$ cat src/rtl/sd_spi_ctrl.sv
// SD card SPI master: power-up dummy clocks, then one mode-0 byte exchange
// per host request at a slow (init) or fast SCLK rate, plus a stretched
// activity LED.
module sd_spi_ctrl #(
  parameter int SLOW_DIV  = 62,
  parameter int FAST_DIV  = 1,
  parameter int INIT_CLKS = 80,
  parameter int LED_HOLD  = 1000000
) (
  input  logic       clk,
  input  logic       N_RESET,
  input  logic       start,
  input  logic [7:0] tx_data,
  input  logic       fast,
  input  logic       cs_req,
  output logic [7:0] rx_data,
  output logic       busy,
  output logic       done,
  output logic       sdCS,
  output logic       sdSCLK,
  output logic       sdMOSI,
  input  logic       sdMISO,
  output logic       driveLED
);

  localparam int MAX_DIV    = (SLOW_DIV > FAST_DIV) ? SLOW_DIV : FAST_DIV;
  localparam int DIV_W      = (MAX_DIV < 1) ? 1 : $clog2(MAX_DIV + 1);
  localparam int INIT_EDGES = 2 * INIT_CLKS;
  localparam int EDGE_W     = ($clog2(INIT_EDGES) > 4) ? $clog2(INIT_EDGES) : 4;
  localparam int LED_W      = ($clog2(LED_HOLD + 1) > 16) ? $clog2(LED_HOLD + 1) : 16;

  localparam logic [DIV_W-1:0]  SLOW_LAST  = DIV_W'(SLOW_DIV);
  localparam logic [DIV_W-1:0]  FAST_LAST  = DIV_W'(FAST_DIV);
  localparam logic [EDGE_W-1:0] INIT_LAST  = EDGE_W'(INIT_EDGES - 1);
  localparam logic [EDGE_W-1:0] SHIFT_LAST = EDGE_W'(15);
  localparam logic [LED_W-1:0]  LED_LOAD   = LED_W'(LED_HOLD);

  typedef enum logic [1:0] {S_INIT, S_IDLE, S_SHIFT, S_DONE} state_t;

  state_t            state, state_nxt;
  logic [DIV_W-1:0]  div_cnt;
  logic [EDGE_W-1:0] edge_cnt;
  logic [LED_W-1:0]  led_cnt;
  logic              sclk_q;
  logic              mosi_q;
  logic              fast_q;
  logic [6:0]        tx_shift;
  logic [7:0]        rx_shift;

  logic              accept;
  logic              tick;
  logic [DIV_W-1:0]  div_last;
  logic [EDGE_W-1:0] edge_last;

  // INIT always runs at the slow rate; SHIFT uses the rate latched with start
  assign accept    = (state == S_IDLE) && start;
  assign div_last  = (state == S_SHIFT && fast_q) ? FAST_LAST : SLOW_LAST;
  assign edge_last = (state == S_INIT) ? INIT_LAST : SHIFT_LAST;
  assign tick      = (div_cnt == div_last);

  // State register
  always_ff @(posedge clk or negedge N_RESET) begin
    if (!N_RESET) state <= S_INIT;
    else          state <= state_nxt;
  end

  // Next-state: leave INIT/SHIFT on the tick that ends the last half-period
  always_comb begin
    state_nxt = state;
    case (state)
      S_INIT:  if (tick && edge_cnt == INIT_LAST) state_nxt = S_IDLE;
      S_IDLE:  if (accept) state_nxt = S_SHIFT;
      S_SHIFT: if (tick && edge_cnt == SHIFT_LAST) state_nxt = S_DONE;
      S_DONE:  state_nxt = S_IDLE;
      default: state_nxt = S_INIT;
    endcase
  end

  // Divider, half-period counter, SCLK/MOSI generation and byte shifting
  always_ff @(posedge clk or negedge N_RESET) begin
    if (!N_RESET) begin
      div_cnt  <= '0;
      edge_cnt <= '0;
      sclk_q   <= 1'b0;
      mosi_q   <= 1'b1;
      fast_q   <= 1'b0;
      tx_shift <= '0;
      rx_shift <= '0;
      rx_data  <= '0;
    end else begin
      case (state)
        S_INIT, S_SHIFT: begin
          if (tick) begin
            div_cnt <= '0;
            sclk_q  <= ~sclk_q;
            if (edge_cnt != edge_last) edge_cnt <= edge_cnt + 1'b1;
            if (state == S_SHIFT) begin
              if (!sclk_q) begin
                // rising edge: capture the card's bit
                rx_shift <= {rx_shift[6:0], sdMISO};
              end else if (edge_cnt == SHIFT_LAST) begin
                // 8th falling edge: release MOSI high
                mosi_q <= 1'b1;
              end else begin
                mosi_q   <= tx_shift[6];
                tx_shift <= {tx_shift[5:0], 1'b1};
              end
              // last rising edge already happened, so rx_shift is complete
              if (edge_cnt == SHIFT_LAST) rx_data <= rx_shift;
            end
          end else begin
            div_cnt <= div_cnt + 1'b1;
          end
        end
        S_IDLE: begin
          if (accept) begin
            div_cnt  <= '0;
            edge_cnt <= '0;
            sclk_q   <= 1'b0;
            mosi_q   <= tx_data[7];
            tx_shift <= tx_data[6:0];
            fast_q   <= fast;
          end
        end
        default: ;
      endcase
    end
  end

  // Activity stretch counter, reloaded on every accepted request
  always_ff @(posedge clk or negedge N_RESET) begin
    if (!N_RESET)              led_cnt <= '0;
    else if (accept)           led_cnt <= LED_LOAD;
    else if (led_cnt != '0)    led_cnt <= led_cnt - 1'b1;
  end

  assign busy     = (state == S_INIT) || (state == S_SHIFT);
  assign done     = (state == S_DONE);
  assign sdCS     = (state == S_INIT) ? 1'b1 : ~cs_req;
  assign sdSCLK   = sclk_q;
  assign sdMOSI   = mosi_q;
  assign driveLED = (led_cnt != '0) || (state == S_SHIFT);

endmodule

$ cat config.mk
export PLATFORM = sky130hd
export DESIGN_NAME = sd_spi_ctrl
export DESIGN_NICKNAME = d
export VERILOG_FILES = /design/src/rtl/sd_spi_ctrl.sv
export SDC_FILE = /design/constraint.sdc
export NUM_CORES = 1
export LEC_CHECK = 0
export ABC_CLOCK_PERIOD_IN_PS = 2210
export BUFFER_PORTS_ARGS = -buffer_cell sky130_fd_sc_hd__clkbuf_2
export CORE_UTILIZATION = 49
export DETAILED_ROUTE_END_ITERATION = 6
export MAX_ROUTING_LAYER = met4
export PLACE_DENSITY_LB_ADDON = 0.3
export SYNTH_ARGS = -nofsm -noshare
export SYNTH_HDL_FRONTEND = slang
export SYNTH_SLANG_ARGS = --single-unit
$ cat constraint.sdc
create_clock -name clk -period 2.21 [get_ports clk]
set_input_delay 0.3315 -clock clk [delete_from_list [all_inputs] [get_ports clk]]
set_output_delay 0.3315 -clock clk [all_outputs]
set_load 0.05 [all_outputs]
==> summary.txt <==
Yosys
  – Yosys warns: 0
  – Mapped Avg Cell Area: approximately 11 sq um
  – Syn_nets: between 300 and 400
  – Mapped Cells: approximately 300
  – Post-synth top area share: 0.460
  – Post-synth EDFFs: 0
  – Post-Syn Area: approximately 3300 sq um
  – Yosys reg bits: 62
  – Synth area leaders: dfrtp_1, mux2_2, ha_1
  – Yosys top cell by area: dfrtp_1
  – Yosys cell types: 60
  – Fraction of the mapped netlist area in simple logic gates: 0.189
  – Synth Area in XOR/XNOR: 0.0396
  – Synth async-reset ratio: 1.00
  – Sequential fraction of the synthesis area: 0.468
  – Largest family of logic cells by synthesized area: simple AND/OR/NAND/NOR gates
  – Post-synthesis compound-gate area fraction: 0.117
  – Synth Flop Type: dfrtp_1
  – Post-Synth Adder-Cell Area: 0.0377
  – Post-synthesis mux area share: 0.118

Placed design
  – Port Buffers: 27
  – Dpl hpwl: ~4700 microns
  – RD Place Congestion: between 0.8 and 0.9
  – Dpl cells: around 430
  – Placed cell areas: ~3800 sq um

Clocking
  – CTS tree: done
  – CTS root buf: clkbuf_8
  – Cts bufs inserted: 9
  – Clock buffer depth: 2
  – CTS Sinks: 62
  – Clock slew at reported path FFs: 0.07 ns
  – H-Tree Depth: 3
  – Latest clock arrival within the worst-skew pair: between 0.3 and 0.4 ns

Routing
  – Via count: about 2600
  – Routed vias/inst: ~5.7
  – DR pass1 iterations: 6
  – # DRC: 4
  – Aggregate routed wire length: around 7000 microns
  – DR iter-0 viols: around 140
  – Post-DRT Antenna Nets: 0
  – DR WL/cell: roughly 15 microns

Critical path
  – CP Max Fanout: 2
  – Critical Path RT: between 1.5 and 2 ns
  – WP data arrival: between 2 and 2.5 ns
  – Worst-case reg-to-reg path depth: 5
  – Worst Setup Path Type: flip-flop to output pin
  – Crit start category: flip-flop
  – Crit. End Element: output pin

Run status
  – Status: finished with violations
  – Failing checks: DRC, setup timing

Floorplanning
  – Die width: 84.3 microns
  – Initial core utilization: 0.513
  – Die Area: approximately 7100 sq um
  – Rows: 29
  – Placeable Area: between 6000 and 7000 sq um
  – Io pins: 28
  – Height of the die: between 80 and 90 microns

Layout
  – Layout cells sized above 1: 0.410
  – Final Core Density: 0.651
  – Commonest non-fill, non-tap cell in the layout: dfrtp_1
  – Leading cell types in the layout, fill and taps excluded: dfrtp_1, buf_4, clkbuf_2
  – Layout Area Growth over Synthesis: 26.8%
  – Ant diodes: 0
  – Nets: roughly 400
  – Final instance area: ~4200 sq um
  – Final cell count without fillers: ~460

Timing
  – Worst-margin pin slew: ~0.45 ns
  – Final Setup Violations: 17
  – Clock period minus worst slack: around 2.5 ns
  – Worst setup margin: -0.294 ns
  – Hold violation count in the final report: 0
  – Unrepaired setup endpoints after global routing: yes
  – Final period util: 1.13
  – Relative max-transition margin: 0.698
  – Maximum clock rate: 399 MHz
  – Final Max Slew Viols: 0
  – Clk_skew: 0.00781 ns

GRT
  – Pin count of the biggest net entering global routing: 63
  – Antenna violations before repair: 0
  – Tot GR Track Use: 0.218
  – Vias in the first global route: 2593
  – GRT overflow: 0
  – First-pass GRT wire length: approximately 12000 microns

Worst hold path
  – Hold Crit Class: input port to flip-flop
  – Worst hold stages: 3

Power and ir drop
  – Pleak: between 1.5 and 2 nW
  – Power Density: between 1000 and 1500 nW/um^2
  – VDD IR max: 936 uV
  – Pwr Total: between 5 and 6 mW

Job
  – Max cap viols: 0
[cell type report]
cell class / count / area [sq um]
Clock inverter: 6 / 68.8
Clock buffer: 10 / 138
Inverter: 7 / 26.3
Tap cell: 77 / 96.3
Timing Repair Buffer: 72 / 524
Fill cell: 509 / 2260
Sequential cell: 62 / 1550
Multi-Input combinational cell: 221 / 1800
[metrics by stage]
step | setup TNS (ns) | worst slack [ns] | hold WS [ns]
after global placement | 0 | 0.00818 | 0.371
after global routing | -2.19 | -0.340 | 0.204
after CTS | -0.269 | -0.269 | 0.181
final | -0.724 | -0.294 | 0.193
after detailed placement | -0.389 | -0.0583 | 0.373
after floorplan | -0.116 | -0.0165 | 0.0359
[cells in the mapped netlist (all sizes together), types with 7 or more instances]
master	instances
nor3	14
mux2	33
clkbuf	8
o21ai	18
or3	7
nand2	20
nand3	7
nor2	17
xnor2	9
nor4	7
inv	7
ha	10
dfrtp	61
[power by group]
| group | internal (mW) | switching [mW] |
|---|---|---|
| Clock | 0.559 | 0.480 |
| Combinational | 1.21 | 1.21 |
| Sequential | 1.40 | 0.214 |
| Total | 3.17 | 1.90 |
[critical path, cell delays in order, from the launching register on]
cell and delay (ns):
dfrtp_1 0.40, inv_2 0.07, ha_1 0.13, or4b_4 0.46, or2_4 0.25, or3_4 0.34, clkbuf_16 0.18
[kinds of logic after synthesis]
logic type      count (synthesis)
simple gates                  108
buf+inv                        20
compound gates                 53
flops                          62
mux                            35
xor+xnor                       15
fa+ha+maj                      10
[what timing repair did]
action                                  CTS  global route
setup buffers                             1             8
resized for setup                         8            27
pin swaps                                 1            10
endpoints found under the hold margin     4             0
hold buffers                              1             0
endpoints found under the setup margin    9            25
[state kept, by name, summed over array words and instances, names as in the netlist]
name / flops
div_cnt: 6
edge_cnt: 8
fast_q: 1
rx_shift: 8
state: 2
sdSCLK: 1
led_cnt: 20
rx_data: 8
tx_shift: 7
sdMOSI: 1
[metal layers]
| metal | global-route usage | share of wire | up-vias |
|---|---|---|---|
| met1 | 0.263 | 0.45 | 1304 |
| met3 | 0.0354 | 0.023 | 9 |
| li1 | - | - | 1246 |
| met4 | 0.0909 | 0.013 | 0 |
| met2 | 0.366 | 0.51 | 38 |
| met5 | - | 0 | - |
[path summary, 6_finish.rpt]
| path | slack [ns] | to | startpoint |
|---|---|---|---|
| hold / removal | 0.19 | fast_q | fast |
| setup reg to reg | -0.06 | rx_shift[5] | div_cnt[5] |
| hold reg to reg | 0.50 | fast_q | fast_q |
| max in group asynchronous | 1.37 | sdMOSI | N_RESET |
| min in group asynchronous | 0.53 | led_cnt[8] | N_RESET |
| setup / recovery | -0.29 | driveLED | led_cnt[0] |
(Power assumes the default switching activity.)
